File: src/rtl/alu_issue.sv
// alu_issue: issues one R-type operation to an external combinational ALU, waits a fixed settle time,
// captures the result and holds it until downstream accepts. Optional build macro: ALU_ISSUE_ILLEGAL_EN.
module alu_issue #(
  parameter int unsigned SETTLE_CYCLES = 2
) (
  input  logic        clk,
  input  logic        reset,
  input  logic        req_valid,
  output logic        req_ready,
  input  logic [5:0]  req_funct,
  input  logic [31:0] req_rs,
  input  logic [31:0] req_rt,
  input  logic [4:0]  req_shamt,
  output logic [31:0] alu_dataA,
  output logic [31:0] alu_dataB,
  output logic [2:0]  alu_Signal,
  input  logic [31:0] alu_dataOut,
  output logic        rsp_valid,
  input  logic        rsp_ready,
  output logic [31:0] rsp_data,
  output logic        rsp_err,
  output logic        busy
);

  localparam logic [1:0] IDLE   = 2'd0;
  localparam logic [1:0] SETTLE = 2'd1;
  localparam logic [1:0] RESP   = 2'd2;

  localparam logic [3:0] SETTLE_LD = 4'(SETTLE_CYCLES);

  logic [1:0]  state_r;
  logic [3:0]  cnt_r;
  logic [31:0] a_r, b_r, data_r;
  logic [2:0]  sig_r;
  logic        valid_r, ready_r, busy_r;

  logic [31:0] a_s, b_s;
  logic [2:0]  sig_s;
  logic        accept_s, capture_s;

  function automatic logic funct_legal(input logic [5:0] f);
    case (f)
      6'h24, 6'h25, 6'h20, 6'h22, 6'h2A, 6'h02: funct_legal = 1'b1;
      default:                                  funct_legal = 1'b0;
    endcase
  endfunction

  assign accept_s  = req_valid && ready_r;
  assign capture_s = (state_r == SETTLE) && (cnt_r == 4'd1);

  // Funct decode; anything unrecognised runs as ADD on rs/rt.
  always_comb begin
    a_s   = req_rs;
    b_s   = req_rt;
    sig_s = 3'b010;
    case (req_funct)
      6'h24:   sig_s = 3'b000;
      6'h25:   sig_s = 3'b001;
      6'h20:   sig_s = 3'b010;
      6'h22:   sig_s = 3'b110;
      6'h2A:   sig_s = 3'b111;
      6'h02: begin
        sig_s = 3'b101;
        a_s   = req_rt;
        b_s   = {27'd0, req_shamt};
      end
      default: sig_s = 3'b010;
    endcase
  end

  // Request sequencing: IDLE -> SETTLE (ALU inputs held) -> RESP (result held until taken).
  always_ff @(posedge clk or negedge reset) begin
    if (!reset) begin
      state_r <= IDLE;
      cnt_r   <= 4'd0;
      a_r     <= 32'd0;
      b_r     <= 32'd0;
      sig_r   <= 3'b000;
      data_r  <= 32'd0;
      valid_r <= 1'b0;
      ready_r <= 1'b1;
      busy_r  <= 1'b0;
    end else begin
      case (state_r)
        IDLE: begin
          if (accept_s) begin
            a_r     <= a_s;
            b_r     <= b_s;
            sig_r   <= sig_s;
            cnt_r   <= SETTLE_LD;
            state_r <= SETTLE;
            ready_r <= 1'b0;
            busy_r  <= 1'b1;
          end
        end
        SETTLE: begin
          if (capture_s) begin
            data_r  <= alu_dataOut;
            valid_r <= 1'b1;
            cnt_r   <= 4'd0;
            state_r <= RESP;
          end else begin
            cnt_r <= cnt_r - 4'd1;
          end
        end
        RESP: begin
          if (rsp_ready) begin
            valid_r <= 1'b0;
            ready_r <= 1'b1;
            busy_r  <= 1'b0;
            state_r <= IDLE;
          end
        end
        default: begin
          state_r <= IDLE;
          cnt_r   <= 4'd0;
          valid_r <= 1'b0;
          ready_r <= 1'b1;
          busy_r  <= 1'b0;
        end
      endcase
    end
  end

`ifdef ALU_ISSUE_ILLEGAL_EN
  logic illegal_s;
  logic ill_r, err_r;

  assign illegal_s = !funct_legal(req_funct);

  // Illegal flag travels with the request and is published together with the result.
  always_ff @(posedge clk or negedge reset) begin
    if (!reset) begin
      ill_r <= 1'b0;
      err_r <= 1'b0;
    end else begin
      if ((state_r == IDLE) && accept_s) ill_r <= illegal_s;
      if (capture_s)                     err_r <= ill_r;
    end
  end

  assign rsp_err = err_r;
`else
  assign rsp_err = 1'b0;
`endif

  assign req_ready  = ready_r;
  assign busy       = busy_r;
  assign rsp_valid  = valid_r;
  assign rsp_data   = data_r;
  assign alu_dataA  = a_r;
  assign alu_dataB  = b_r;
  assign alu_Signal = sig_r;

endmodule

File: config.mk
export PLATFORM = sky130hd
export DESIGN_NAME = alu_issue
export DESIGN_NICKNAME = d
export VERILOG_FILES = /design/src/rtl/alu_issue.sv
export SDC_FILE = /design/constraint.sdc
export NUM_CORES = 1
export LEC_CHECK = 0
export ABC_AREA = 1
export BUFFER_PORTS_ARGS = -buffer_cell sky130_fd_sc_hd__buf_2
export CORE_MARGIN = 3
export CORE_UTILIZATION = 48
export CTS_CLUSTER_DIAMETER = 60
export DETAILED_ROUTE_END_ITERATION = 10
export GPL_ROUTABILITY_DRIVEN = 0
export HOLD_SLACK_MARGIN = 0.06
export PLACE_DENSITY = 0.86
export SYNTH_ARGS = -nofsm -noshare
export SYNTH_HDL_FRONTEND = slang
export SYNTH_SLANG_ARGS = --single-unit
File: constraint.sdc
create_clock -name clk -period 1.97 [get_ports clk]
set_input_delay 0.0985 -clock clk [delete_from_list [all_inputs] [get_ports clk]]
set_output_delay 0.0985 -clock clk [all_outputs]
set_load 0.05 [all_outputs]
==> summary.txt, run 1 <==
Global routing
  • Global route overflow: 0
  • Global Route Usage Sum: 31.36%
  • First-pass GRT wire length: roughly 28000 um
  • Vias in the first global route: approximately 5.6k
  • Largest net degree at the start of global routing: 68
  • Initial antenna violation count: 0

Clock tree
  • H-tree Lvls: 3
  • Worst-path clk slew: between 0.1 and 0.15 ns
  • Post-CTS sizing: 0
  • Total CTS buffers: 9
  • Root Driver: clkbuf_8
  • Clock sink count: between 100 and 150
  • Later-pin clock latency in the skew report: about 0.36 ns
  • Clock tree buffer depth: 2
  • CTS tree: built

Yosys
  • Syn Inst Count: approximately 640
  • Number of library cell types mapped by synthesis: 22
  • Commonest cells post-synth: 207 x nand2_1, 113 x inv_1, 107 x dfrtp_1
  • Seq/Total Area, Yosys: between 50% and 60%
  • Async S/R FF share, synth: between 90% and 100%
  • Area contributors post-synth: dfrtp_1 54%, nand2_1 16%, inv_1 8.5%
  • Average cell area after synthesis: between 7 and 8 um2
  • Synth Register Bits: ~110
  • Share of the synthesized area in the top cell type: 53.70%
  • Post-synth top area cell: dfrtp_1
  • Number of synthesized flops with an enable pin: 0
  • Top-count cell post-synth: nand2_1
  • Synthesized Nets: roughly 750
  • Ys flop type: dfrtp_1
  • Synthesized area: approximately 5000 um2
  • YS warnings: 0

Die
  • Num ports: about 210
  • Initial Util: 50.09%
  • Num rows: 36
  • Die Height: around 110 um
  • Die ar.: roughly 12000 um2
  • Width of the die: between 100 and 150 um
  • Area of the core: roughly 10000 um2

Route
  • Average wire per standard cell: about 17 um
  • Drt initial violations: about 500
  • Residual DRC count: 0
  • DRT antenna net count: 0
  • Vias per Instance: between 5 and 6
  • Total wire length: around 18000 um
  • 1st-pass router iterations: 5
  • Vias: ~5.5k

Timing
  • Tmin final: ~1.7 ns
  • Final setup fails: 0
  • RSZ-0062 raised after global routing: no
  • Setup TNS after final layout: 0 ns
  • Period utilization: 87.19%
  • Hold Vio Cnt, Final: 0
  • Slew Limit Fails: 0
  • Worst-margin pin slew: between 0.5 and 0.6 ns
  • Peak Freq: around 0.58 GHz
  • Slew headroom: 60.09%
  • Setup Skew: 0.01483 ns

Placed design
  • DPL Wire Length: approximately 11000 um
  • Input/output buffers: around 210

Final layout
  • Fin nets: roughly 1.0k
  • N_diodes: 0
  • Layout area overhead: 48.23%
  • Share of cells above drive strength 1: 26.94%
  • Final Util: between 70% and 80%

Power and ir drop
  • Switching share of power: between 50% and 60%
  • Leak: 4.335 nW
  • Max rail drop VDD: about 1.0 mV
  • Register share of total power: around a third
  • PD cells: approximately 1600 nW/um2
  • PnR Total Power: 12.17 mW
  • Clock share of power: 10.7%
  • Internal power: between 5 and 6 mW
  • Switching power: 6.811 mW
  • Combinational power share: a little under three fifths

Status
  • Status: finished clean

Worst setup path
  • Critical Path RT: 2.24 ns
  • Crit. End Element: flip-flop
  • Kind of critical path: reg -> reg
  • Worst Path Arrival: around 2.0 ns
  • Crit start category: flip-flop
  • Critical path fanouts, max: 17

Flow run
  • MaxCap Viol Count: 0

Hold path
  • Worst Hold Class: in -> reg
layer usage:
layer / vias to the layer above / routed length [um] / track usage [%]
met4: 0 / 471 / 11.27
met1: 2550 / 6828 / 38.13
met3: 50 / 1914 / 7.798
met5: - / 0 / 0
met2: 373 / 8772 / 54.17
li1: 2561 / - / -
area by class of cell:
cell class                 instances  area (um2)
inverter                         114       427.9
tap                              133       166.4
multi-input combinational        375        1720
fill                             682        2564
sequential                       108        2704
timing repair buffer             326        2190
clock inverter                     6       45.04
clock buffer                      10       137.6
layout by cell type, fill, tap and decap left out, drive strengths merged:
cell	count
nand3b	1
dlygate4sd3	98
conb	1
o21ai	53
xor2	1
dfrtp	107
clkinv	3
dfstp	1
o211ai	1
inv	117
buf	228
nand4	38
nand2	207
nor3	1
ha	2
nand3	59
clkbuf	10
nor2	11
stage by stage:
stage               instances  hold WS, ns  instance area, um2  setup WS, ns
floorplan                 635      -0.1971                4986        0.2550
global placement          958    -0.002710                6227        0.3722
detailed placement        958    -0.003237                6227        0.2922
CTS                      1072      0.06192                7391        0.2539
global route             1072      0.07619                7391        0.1798
finish                   1072      0.08574                7391        0.2524
power by group through the flow:
| stage | sequential, mW | combinational [mW] | clock, mW |
|---|---|---|---|
| after floorplan | 7.30 | 1.51 | 0 |
| after global placement | 3.87 | 6.57 | 0 |
| after detailed placement | 3.89 | 6.71 | 0 |
| after CTS | 3.87 | 6.85 | 1.31 |
| after global routing | 4.02 | 7.37 | 1.42 |
| final | 3.92 | 6.95 | 1.30 |
path summary, 6_finish.rpt:
path	startpoint	endpoint	slack [ns]	cells after the start
min reg2reg	alu_dataA[23]	alu_dataA[23]	0.48	2
min	req_rs[0]	alu_dataA[0]	0.09	5
min in group asynchronous	reset	alu_dataB[3]	0.16	2
max in group asynchronous	reset	req_ready	1.19	3
max reg2reg	req_ready	alu_dataB[9]	0.25	4
max	req_ready	alu_dataB[9]	0.25	4
sequential cells by signal, summed over array words and instances, names as in the netlist:
signal	cells
busy	1
rsp_valid	1
req_ready	1
state_r	2
alu_dataB	32
alu_Signal	3
rsp_data	32
cnt_r	4
alu_dataA	32
cell families (layout without fill, tap and decap cells):
logic type | Yosys count | after routing | share of synthesized area (%)
other cells | 1 | 1 | 0.07521
compound gates | 54 | 54 | 5.471
flops | 108 | 108 | 54.23
fa+ha+maj | 2 | 2 | 0.5018
xor+xnor | 1 | 1 | 0.1757
buf+inv | 152 | 456 | 11.92
simple gates | 317 | 317 | 27.63
worst max-delay path, stage by stage (launching register included):
cell and delay, ns:
dfstp_2 0.55, nand2_1 0.10, nor3_4 0.23, nand2_1 0.42, o21ai_0 0.32
what timing repair did:
item | in CTS | in global routing
setup buffers | 0 | 0
hold buffers | 98 | 0
endpoints found under the hold margin | 202 | 0
No activity file was read; power rests on OpenSTA's default activity.
==> inputs of run 2 (changes only) <==
Settings changed: CORE_MARGIN 3 to 1.5, CORE_UTILIZATION 48 to 49, CTS_BUF_LIST set to sky130_fd_sc_hd__clkbuf_8, PLACE_DENSITY 0.86 to 0.88.
==> summary.txt, run 2 (synthesis results as in run 1) <==
Status
  • Status: finished clean

Power and ir drop
  • Leak: between 4 and 5 nW
  • Max rail drop VDD: a little over 1 mV
  • PD cells: between 1500 and 2000 nW/um2

Route
  • Residual DRC count: 0
  • DRT antenna net count: 0
  • Average wire per standard cell: approximately 16 um
  • Vias per Instance: 5.202
  • Vias: 5566
  • Total wire length: 17200 um
  • Drt initial violations: approximately 550
  • 1st-pass router iterations: 5

Clock tree
  • Total CTS buffers: 9
  • Later-pin clock latency in the skew report: around 0.37 ns
  • Clock tree buffer depth: 2
  • Worst-path clk slew: approximately 0.11 ns
  • Post-CTS sizing: 0
  • Hold_buf cts: just under 100
  • H-tree Lvls: 3
  • Clock sink count: approximately 110
  • CTS tree: built
  • Root Driver: clkbuf_8
  • Post-CTS setup buffers: 0

Timing
  • Final setup fails: 0
  • Period utilization: 89.62%
  • Setup Skew: between 0.01 and 0.015 ns
  • Slew Limit Fails: 0
  • Peak Freq: approximately 0.57 GHz
  • Setup TNS after final layout: 0 ns
  • Slew headroom: between 50 and 60%
  • Worst-margin pin slew: about 0.63 ns
  • RSZ-0062 raised after global routing: no
  • Hold Vio Cnt, Final: 0
  • Tmin final: ~1.8 ns

Final layout
  • Commonest cells after routing, fill and taps aside: 211 x buf_2, 207 x nand2_1, 114 x inv_1, 107 x dfrtp_1, 97 x dlygate4sd3_1
  • N_diodes: 0
  • Layout area overhead: 48.48%
  • Share of cells above drive strength 1: between 20 and 30%
  • Non-filler cells in the finished layout: 1070
  • Fill cells: roughly 670
  • Commonest non-fill, non-tap cell in the layout: buf_2
  • Fin nets: 1045

Global routing
  • Global Route Usage Sum: between 30% and 40%
  • Initial antenna violation count: 0
  • First-pass GRT wire length: 27800 um
  • Largest net degree at the start of global routing: between 60 and 70
  • Global route overflow: 0
  • Vias in the first global route: ~5.5k

Die
  • Die Height: approximately 100 um
  • Initial Util: 50.78%
  • Die ar.: ~11000 um2
  • Num rows: 36
  • Area of the core: 9819 um2
  • Num ports: 214
  • Width of the die: between 100 and 150 um

Worst setup path
  • Critical Path RT: between 2 and 2.5 ns
  • Crit. End Element: flip-flop
  • Crit start category: flip-flop
  • Critical path fanouts, max: 17
  • Kind of critical path: reg -> reg
  • Highest-delay cell along the critical path: dfstp_2
  • Worst Path Arrival: 2.04 ns
  • Max incr delay on CP: 0.55 ns
  • CP most frequent cell: nand2_1
  • Cell breakdown of the critical path: nand2_1, nor3_4, nand2_1, o21ai_0

Placed design
  • Placed insts: around 960
  • DPL Wire Length: 9965 um
  • Input/output buffers: around 210

Hold path
  • Worst Hold Class: in -> reg

Flow run
  • MaxCap Viol Count: 0
[run 2: cell type report]
| type | instances | area (um2) | share of cell area, % |
|---|---|---|---|
| multi-input combinational | 375 | 1720 | 23.24 |
| clock inverter | 6 | 87.58 | 1.183 |
| clock buffer | 10 | 137.6 | 1.859 |
| sequential | 108 | 2704 | 36.52 |
| tap | 133 | 166.4 | 2.248 |
| timing repair buffer | 324 | 2160 | 29.17 |
| inverter | 114 | 427.9 | 5.780 |
[run 2: metrics by stage]
| step | utilization [%] | hold WS [ns] | power (mW) | instance area (um2) | worst slack (ns) |
|---|---|---|---|---|---|
| after floorplan | - | -0.1971 | 8.815 | 4986 | 0.2550 |
| after CTS | 75.40 | 0.06381 | 12.22 | 7403 | 0.3297 |
| after global placement | 63.21 | 0.07943 | 10.39 | 6207 | 0.4177 |
| final | 75.40 | 0.08035 | 12.36 | 7403 | 0.2044 |
| after global routing | 75.40 | 0.1074 | 12.95 | 7403 | 0.1617 |
| after detailed placement | 63.21 | 0.08359 | 10.56 | 6207 | 0.3483 |
[run 2: power by group]
part	switching [mW]	leakage [nW]	internal [mW]
combinational	5.37	2.88	1.57
clock	0.761	0.110	0.752
sequential	0.644	1.34	3.27
total	6.77	4.33	5.59
[run 2: final timing paths]
check                               start             to  slack [ns]  cells past startpoint
worst max register to register  req_ready  alu_dataB[10]        0.20                      4
worst min-delay path            req_rt[2]   alu_dataB[2]        0.08                      5
max in group asynchronous           reset  alu_dataB[21]        1.07                      3
worst min register to register       busy           busy        0.48                      2
worst max-delay path            req_ready  alu_dataB[10]        0.20                      4
min in group asynchronous           reset    rsp_data[4]        0.21                      2
[run 2: metal layers]
metal	share of wire (%)	wire length, um	GRT usage [%]
met1	38	6532	40.36
met2	48	8311	53.45
met3	11	1896	8.521
met4	2.7	458	11.41
met5	0	0	0
[run 2: worst max-delay path, delay by kind of cell, from the launching register on]
kind	cells	cell delay [ns]
simple gates	3	0.76
compound gates	1	0.35
flops	1	0.55
